**config.mk**
```make
export PLATFORM = sky130hd
export DESIGN_NAME = mem_port_arbiter
export DESIGN_NICKNAME = d
export VERILOG_FILES = /design/src/rtl/mem_port_arbiter.sv
export SDC_FILE = /design/constraint.sdc
export NUM_CORES = 1
export LEC_CHECK = 0
export BUFFER_PORTS_ARGS = -buffer_cell sky130_fd_sc_hd__buf_2
export CORE_AREA = 2 2 109 111
export DETAILED_ROUTE_END_ITERATION = 10
export DIE_AREA = 0 0 111 113
export PLACE_DENSITY_LB_ADDON = 0.05
export SLEW_MARGIN = 20
export SYNTH_ARGS = -nofsm -noshare
export SYNTH_HDL_FRONTEND = slang
export SYNTH_SLANG_ARGS = --single-unit
```
**constraint.sdc**
```tcl
create_clock -name clk -period 4.2 [get_ports clk]
set_clock_uncertainty 0.05 [all_clocks]
set_input_delay 0.84 -clock clk [delete_from_list [all_inputs] [get_ports clk]]
set_output_delay 0.84 -clock clk [all_outputs]
set_load 0.02 [all_outputs]
```
**src/rtl/mem_port_arbiter.sv**
```systemverilog
// ---------------------------------------------------------------------------
// mem_port_arbiter
//
// Shares one memory port between instruction fetch (IF) and the execute-stage
// load/store unit (LS). At most one requester is granted per cycle, and the
// request path to memory is combinational. Read data returns MEM_LAT cycles
// after the grant. A tag pipeline follows each access so that its response
// goes back to the requester that issued it. A streak counter limits how long
// LS can starve a waiting fetch.
//
// Ports
//   clk, rst        clock; synchronous active-high reset
//   if_req_i        fetch request, held until if_gnt_o
//   if_addr_i       fetch address
//   if_gnt_o        fetch accepted this cycle
//   if_rvalid_o     fetch data valid
//   if_rdata_o      fetch data (0 when not valid)
//   flush_i         discard every in-flight fetch response
//   ls_req_i        load/store request, held until ls_gnt_o
//   ls_we_i         1 = store
//   ls_addr_i       load/store address
//   ls_wdata_i      store data
//   ls_wmask_i      store byte mask
//   ls_gnt_o        load/store accepted this cycle
//   ls_rvalid_o     load/store completion
//   ls_rdata_o      load data (0 for stores and when not valid)
//   hold_flag_o     LS pending but not granted (pipeline stall)
//   mem_req_o       memory access this cycle
//   mem_we_o        memory write enable
//   mem_addr_o      memory address
//   mem_wdata_o     memory write data
//   mem_wmask_o     memory write mask
//   mem_rdata_i     memory read data, MEM_LAT cycles after the access
// ---------------------------------------------------------------------------
module mem_port_arbiter #(
    parameter int ADDR_W        = 32,
    parameter int DATA_W        = 32,
    parameter int MEM_LAT       = 1,
    parameter int MAX_LS_STREAK = 4
) (
    input  logic              clk,
    input  logic              rst,
    input  logic              if_req_i,
    input  logic [ADDR_W-1:0] if_addr_i,
    output logic              if_gnt_o,
    output logic              if_rvalid_o,
    output logic [DATA_W-1:0] if_rdata_o,
    input  logic              flush_i,
    input  logic              ls_req_i,
    input  logic              ls_we_i,
    input  logic [ADDR_W-1:0] ls_addr_i,
    input  logic [DATA_W-1:0] ls_wdata_i,
    input  logic [3:0]        ls_wmask_i,
    output logic              ls_gnt_o,
    output logic              ls_rvalid_o,
    output logic [DATA_W-1:0] ls_rdata_o,
    output logic              hold_flag_o,
    output logic              mem_req_o,
    output logic              mem_we_o,
    output logic [ADDR_W-1:0] mem_addr_o,
    output logic [DATA_W-1:0] mem_wdata_o,
    output logic [3:0]        mem_wmask_o,
    input  logic [DATA_W-1:0] mem_rdata_i
);

    localparam logic [3:0] LP_MAX_STREAK = 4'(MAX_LS_STREAK);

    typedef enum logic {
        LS_PRIO = 1'b0,
        IF_PRIO = 1'b1
    } state_t;

    state_t             r_state;
    state_t             w_state_nxt;
    logic [3:0]         r_streak;
    logic [3:0]         w_streak_nxt;
    logic               w_if_gnt;
    logic               w_ls_gnt;
    logic               w_out_vld;

    // Tag pipeline: index 0 is loaded by the current grant and
    // index MEM_LAT-1 lines up with mem_rdata_i.
    logic [MEM_LAT-1:0] r_tag_vld;
    logic [MEM_LAT-1:0] r_tag_ls;
    logic [MEM_LAT-1:0] r_tag_st;

    // Grant selection and next-state logic. Grants are masked during reset
    // so that every output reads 0 while rst is high.
    always_comb begin
        w_if_gnt     = 1'b0;
        w_ls_gnt     = 1'b0;
        w_state_nxt  = r_state;
        w_streak_nxt = r_streak;

        if (!rst) begin
            if (if_req_i && ls_req_i) begin
                if (r_state == IF_PRIO) begin
                    w_if_gnt = 1'b1;
                end else begin
                    w_ls_gnt = 1'b1;
                end
            end else if (if_req_i) begin
                w_if_gnt = 1'b1;
            end else if (ls_req_i) begin
                w_ls_gnt = 1'b1;
            end
        end

        // The streak counts only LS grants that make a fetch wait. A served
        // or withdrawn fetch ends the streak and returns to LS priority.
        if (w_if_gnt || !if_req_i) begin
            w_streak_nxt = 4'd0;
            w_state_nxt  = LS_PRIO;
        end else if (w_ls_gnt) begin
            w_streak_nxt = r_streak + 4'd1;
            if ((r_state == LS_PRIO) && ((r_streak + 4'd1) == LP_MAX_STREAK)) begin
                w_state_nxt = IF_PRIO;
            end
        end
    end

    always_ff @(posedge clk) begin
        if (rst) begin
            r_state  <= LS_PRIO;
            r_streak <= 4'd0;
        end else begin
            r_state  <= w_state_nxt;
            r_streak <= w_streak_nxt;
        end
    end

    // Stage boundary: grant -> tag pipeline. A flush kills IF-owned entries
    // as they move forward. An entry issued in the flush cycle enters
    // untouched, because it was granted after the redirect.
    always_ff @(posedge clk) begin
        if (rst) begin
            r_tag_vld <= '0;
            r_tag_ls  <= '0;
            r_tag_st  <= '0;
        end else begin
            r_tag_vld[0] <= w_if_gnt | w_ls_gnt;
            r_tag_ls[0]  <= w_ls_gnt;
            r_tag_st[0]  <= w_ls_gnt & ls_we_i;
            for (int i = 1; i < MEM_LAT; i++) begin
                r_tag_vld[i] <= r_tag_vld[i-1] & ~(flush_i & ~r_tag_ls[i-1]);
                r_tag_ls[i]  <= r_tag_ls[i-1];
                r_tag_st[i]  <= r_tag_st[i-1];
            end
        end
    end

    // Stage boundary: final tag stage -> response outputs. A flush also
    // suppresses the fetch response presented in the same cycle.
    assign w_out_vld   = r_tag_vld[MEM_LAT-1] & ~rst;
    assign if_rvalid_o = w_out_vld & ~r_tag_ls[MEM_LAT-1] & ~flush_i;
    assign ls_rvalid_o = w_out_vld & r_tag_ls[MEM_LAT-1];
    assign if_rdata_o  = if_rvalid_o ? mem_rdata_i : '0;
    assign ls_rdata_o  = (ls_rvalid_o && !r_tag_st[MEM_LAT-1]) ? mem_rdata_i : '0;

    assign if_gnt_o    = w_if_gnt;
    assign ls_gnt_o    = w_ls_gnt;
    assign hold_flag_o = ls_req_i & ~w_ls_gnt & ~rst;

    assign mem_req_o   = w_if_gnt | w_ls_gnt;
    assign mem_we_o    = w_ls_gnt & ls_we_i;
    assign mem_addr_o  = w_ls_gnt ? ls_addr_i : (w_if_gnt ? if_addr_i : '0);
    assign mem_wdata_o = w_ls_gnt ? ls_wdata_i : '0;
    assign mem_wmask_o = w_ls_gnt ? ls_wmask_i : 4'd0;

endmodule

```
Word-level counts from Yosys, hierarchy flattened

Cells that the tools add are included.
Widths: inputs -> output; s select.

Bits in registers: 8
Input port bits: 138
Output and inout port bits: 139

$add $sub $neg: 1
Equal/unequal tests: 1
Muxes and demuxes: 15
Bitwise logic cells: 13
Reduce and logical (&&, ||, !) cells: 8

Operators by type and width:

| cell                | number |
|---|---|
| $mux 32             | 5 |
| $mux 1              | 9 |
| $and 1x1->1         | 7 |
| $not 1->1           | 5 |
| $add 4x1->4 const B | 1 |
| $eq 4x3->1 const B  | 1 |
| $mux 4              | 1 |
| $logic_and 1x1->1   | 3 |
| $logic_not 1->1     | 2 |
| $reduce_and 2->1    | 1 |
| $reduce_or 2->1     | 1 |
| $logic_or 1x1->1    | 1 |
| $or 1x1->1          | 1 |

Depth between registers and ports, before layout

Depth after elaboration: 7
Mapped depth: 4

Least setup slack after synthesis

Ideal clock, no wire load.

Path type: input port to output port
From: input rst
To: output ls_rdata_o[10]
Arrival: 1.754 ns
Data required time: 3.310 ns
Path slack: 1.556 ns
Stages: 4
Path buffers: 1
Cells stage by stage: and3b_1 -> nor2b_4 -> buf_2 -> and2_1

Cells in the longest elaborated chain, start to end: 5

RTL lines:

| item              | line | source |
|---|---|---|
| start, declared   | 42   | `input logic rst,` |
| $not 1->1         | 154  | `assign w_out_vld = r_tag_vld[MEM_LAT-1] & ~rst;` |
| $and 1x1->1       | 154  |  |
| $and 1x1->1       | 156  | `assign ls_rvalid_o = w_out_vld & r_tag_ls[MEM_LAT-1];` |
| $logic_and 1x1->1 | 158  | `assign ls_rdata_o = (ls_rvalid_o && !r_tag_st[MEM_LAT-1]) ? mem_rdata_i : '0;` |
| $mux 32           | 158  |  |
| end, declared     | 56   | `output logic [DATA_W-1:0] ls_rdata_o,` |

Every way passes these cells.

Final worst setup path

From: input rst
To: output mem_addr_o[16]

Cells in the longest elaborated chain, start to end: 3
Elaborated cells on any way between the ends: 4
Those cells by class: mux: 4

RTL lines:

| item          | line | source |
|---|---|---|
| $mux 1        | 95   | `if (!rst) begin` |
| $mux 32       | 166  | `assign mem_addr_o = w_ls_gnt ? ls_addr_i : (w_if_gnt ? if_addr_i : '0);` |
| $mux 32 *     | 166  |  |
| end, declared | 60   | `output logic [ADDR_W-1:0] mem_addr_o,` |

Every way passes the cells marked *; elsewhere a longest branch is shown, timed or not.

==> impl_results.md <==
- Run status: completed
- Worst slew margin: a little under three fifths
- Core region area: 11300 um2
- Via count of the first global-routing pass: 2083
- Resized Gates After CTS: 0
- Total detailed-routing wirelength: about 7600 um
- Data arrival at the endpoint of the critical path: 2230 ps
- Storage cell area: about 160 um2
- Cell with the largest stage delay on the worst path: buf_4
- Drt first pass iters: 4
- Crit Path Class: in2out
- # setup viols final: 0
- Number of diodes: 0
- Routed via count: 2232
- Highest net fanout along the worst path: 73
- Number of DRC markers after the initial detailed-route iteration: 51
- Clock sinks: 8
- Hold Vio Cnt, Final: 0
- Static leakage: 1.89 nW
- Dominant cell type by area after synthesis: and2_1
- Share of the clock period used by the worst path: 74.2%
- Post-DRT Antenna Nets: 0
- Final Hold Slack: approximately 420 ps
- First-pass GRT wire length: roughly 11000 um
- Unrepaired setup endpoints after global routing: no
- Max-capacitance violation count: 0
- Flops & latches, synth: 8
- Number of buffers added by the clock tree synthesis step: 3
- Number of nets at the end of the flow: a little under 600
- Clock-pin slew on the worst setup and hold paths: 40 ps
- Sort of element at the start of the critical path: primary input
- Seq/Total Area, Yosys: between 10 and 15%
- Count of buffers added by post-CTS timing repair for setup: 0
- Die outline area: ~13000 um2
- Critical path, cell by cell: buf_2, nand2b_4, a21oi_4, buf_4, a22o_1, buf_2
- Area used by multi-input combinational logic: 1120 um2
- Post-synthesis cell count: around 180
- Sum of overflow across all layers after global routing: 0
- Maximum root-to-sink buffer count: 2
- Warning count from the yosys run: 0
- Non-filler instance count after layout: 591
- WL/cell: 12.9 um
- Maximum achievable frequency: 0.321 GHz
- IO Pins: ~280
- Largest net degree at the start of global routing: 74
- Clock tree from TritonCTS: built
- Fill cells: 1292
- Skew-Pair Late Insertion Delay: 230 ps
- Layout cells sized above 1: around 65%
- CTS HTree Levels: 1
- Global placer's final weighted congestion: 0.769
- Final design utilization: 26.1%
- Syn-to-layout area delta: 113%
- Total power density per cell area: 158 nW/um2
- Top area cells in the synthesized netlist: and2_1 46%, a22o_1 20%, dfxtp_1 12%, buf_2 2.9%, buf_6 2.4%
- Placed Instance Area: about 2900 um2
- X dimension of the die: around 110 um
- Maximum vdd drop: ~100 uV
- Placed wire-length estimate: 6460 um
- Post-CTS Hold Fix Bufs: 0
- Mapped Nets: around 320
- Mapped Avg Cell Area: 7.60 um2
- Starting utilization of the core area: about an eighth
- Quantity of I/O buffers inserted on ports: 276
- Post-synth EDFFs: 0
- Most repeated library cell on the critical path: buf_2
- Synth cell types: 25
- Minimum clock period after layout: 3120 ps
- Core Rows: 39
- DRC errors left: 0
- Data required time at the worst endpoint: between 3000 and 4000 ps
- Root cell of the clock tree: clkbuf_16
- Accumulated negative setup slack: 0 ps
- Fraction of post-synthesis cell area in the top cell type by area: 46.2%
- Final non-filler cell area: 2950 um2
- Die outline height: 113 um
- Worst Tran Pin Value: 639 ps
- Ratio of routed vias to standard cells: roughly 3.8
- Overall Global Routing Usage: between 10 and 15%
- Delay of the slowest cell on the worst path: 510 ps
- Main synth FF type: dfxtp_1
- Number of instances in the placed design: 588
- Number of antenna violations at the first check in global routing: 0
- Post-Synthesis Cell Area: about 1400 um2
- Worst Setup End Kind: primary output
- Most used cells in the layout excluding fill and tap cells: 276 x buf_2, 102 x and2_1, 32 x a22o_1
- Proportion of synthesized flip-flops having asynchronous set or reset: 0%
- Commonest non-fill, non-tap cell in the layout: buf_2
- Class of the most critical hold timing path: reg2reg
- Number of max-slew violations in the final report: 0
where the power goes:
group	internal (mW)	switching [mW]	total, mW
combinational	0.105	0.123	0.229
sequential	0.0786	0.00169	0.0803
clock	0.122	0.0343	0.157
total	0.306	0.159	0.466
through the flow:
| step | worst slack, ps | power, mW |
|---|---|---|
| finish | 1080 | 0.466 |
| detailed placement | 1090 | 0.314 |
| floorplan | 1560 | 0.199 |
| global route | 963 | 0.495 |
| CTS | 1080 | 0.474 |
| global placement | 1090 | 0.314 |
state kept, by name, indices dropped and copies added, names as in the netlist:
register	count
r_streak	4
r_state	1
r_tag_st	1
r_tag_vld	1
r_tag_ls	1
critical path: cells and delay by family:
family                 cells  cell delay [ps]
AND/OR/NAND/NOR            1              170
AO/OA/AOI/OAI              2              350
buffers and inverters      3              820
kinds of logic after synthesis:
| kind of cell | after synthesis | share of synthesized area (%) |
|---|---|---|
| xor gates and xnor gates | 2 | 1.27 |
| buffers and inverters | 17 | 7.06 |
| DFF | 8 | 11.6 |
| and+or+nand+nor | 119 | 56.5 |
| AOI/OAI and AO/OA | 34 | 21.8 |
| adders and majority gates | 2 | 1.81 |
metal layers:
| metal | vias to the layer above | track usage [%] | wire, um | share of wire (%) |
|---|---|---|---|---|
| met2 | 154 | 24.0 | 4390 | 57 |
| met5 | - | 0 | 0 | 0 |
| li1 | 1139 | - | - | - |
| met1 | 937 | 10.1 | 2440 | 32 |
| met4 | 0 | 1.50 | 28 | 0.37 |
| met3 | 2 | 3.27 | 797 | 10 |
synth_stat cells, types with 2 or more instances:
master    count
buf_2         8
nor2_1        5
and2_1      102
buf_6         3
clkbuf_1      4
dfxtp_1       8
or2_2         2
a22o_1       32
ha_1          2
worst paths after layout:
kind	start	end	slack [ps]	depth (start not counted)
setup / recovery	rst	mem_addr_o[16]	1080	6
hold / removal	r_streak[0]	r_streak[0]	420	1
setup reg to reg	r_state	r_tag_vld	2810	4
hold reg to reg	r_streak[0]	r_streak[0]	420	1
area by class of cell:
class	instances	share of cell area, %
Inverter	1	0.127
Timing Repair Buffer	279	47.6
Sequential cell	8	5.44
Clock buffer	3	2.55
Tap cell	143	6.07
Multi-Input combinational cell	157	38.2
Note: power is estimated with default switching activity, not from simulation.
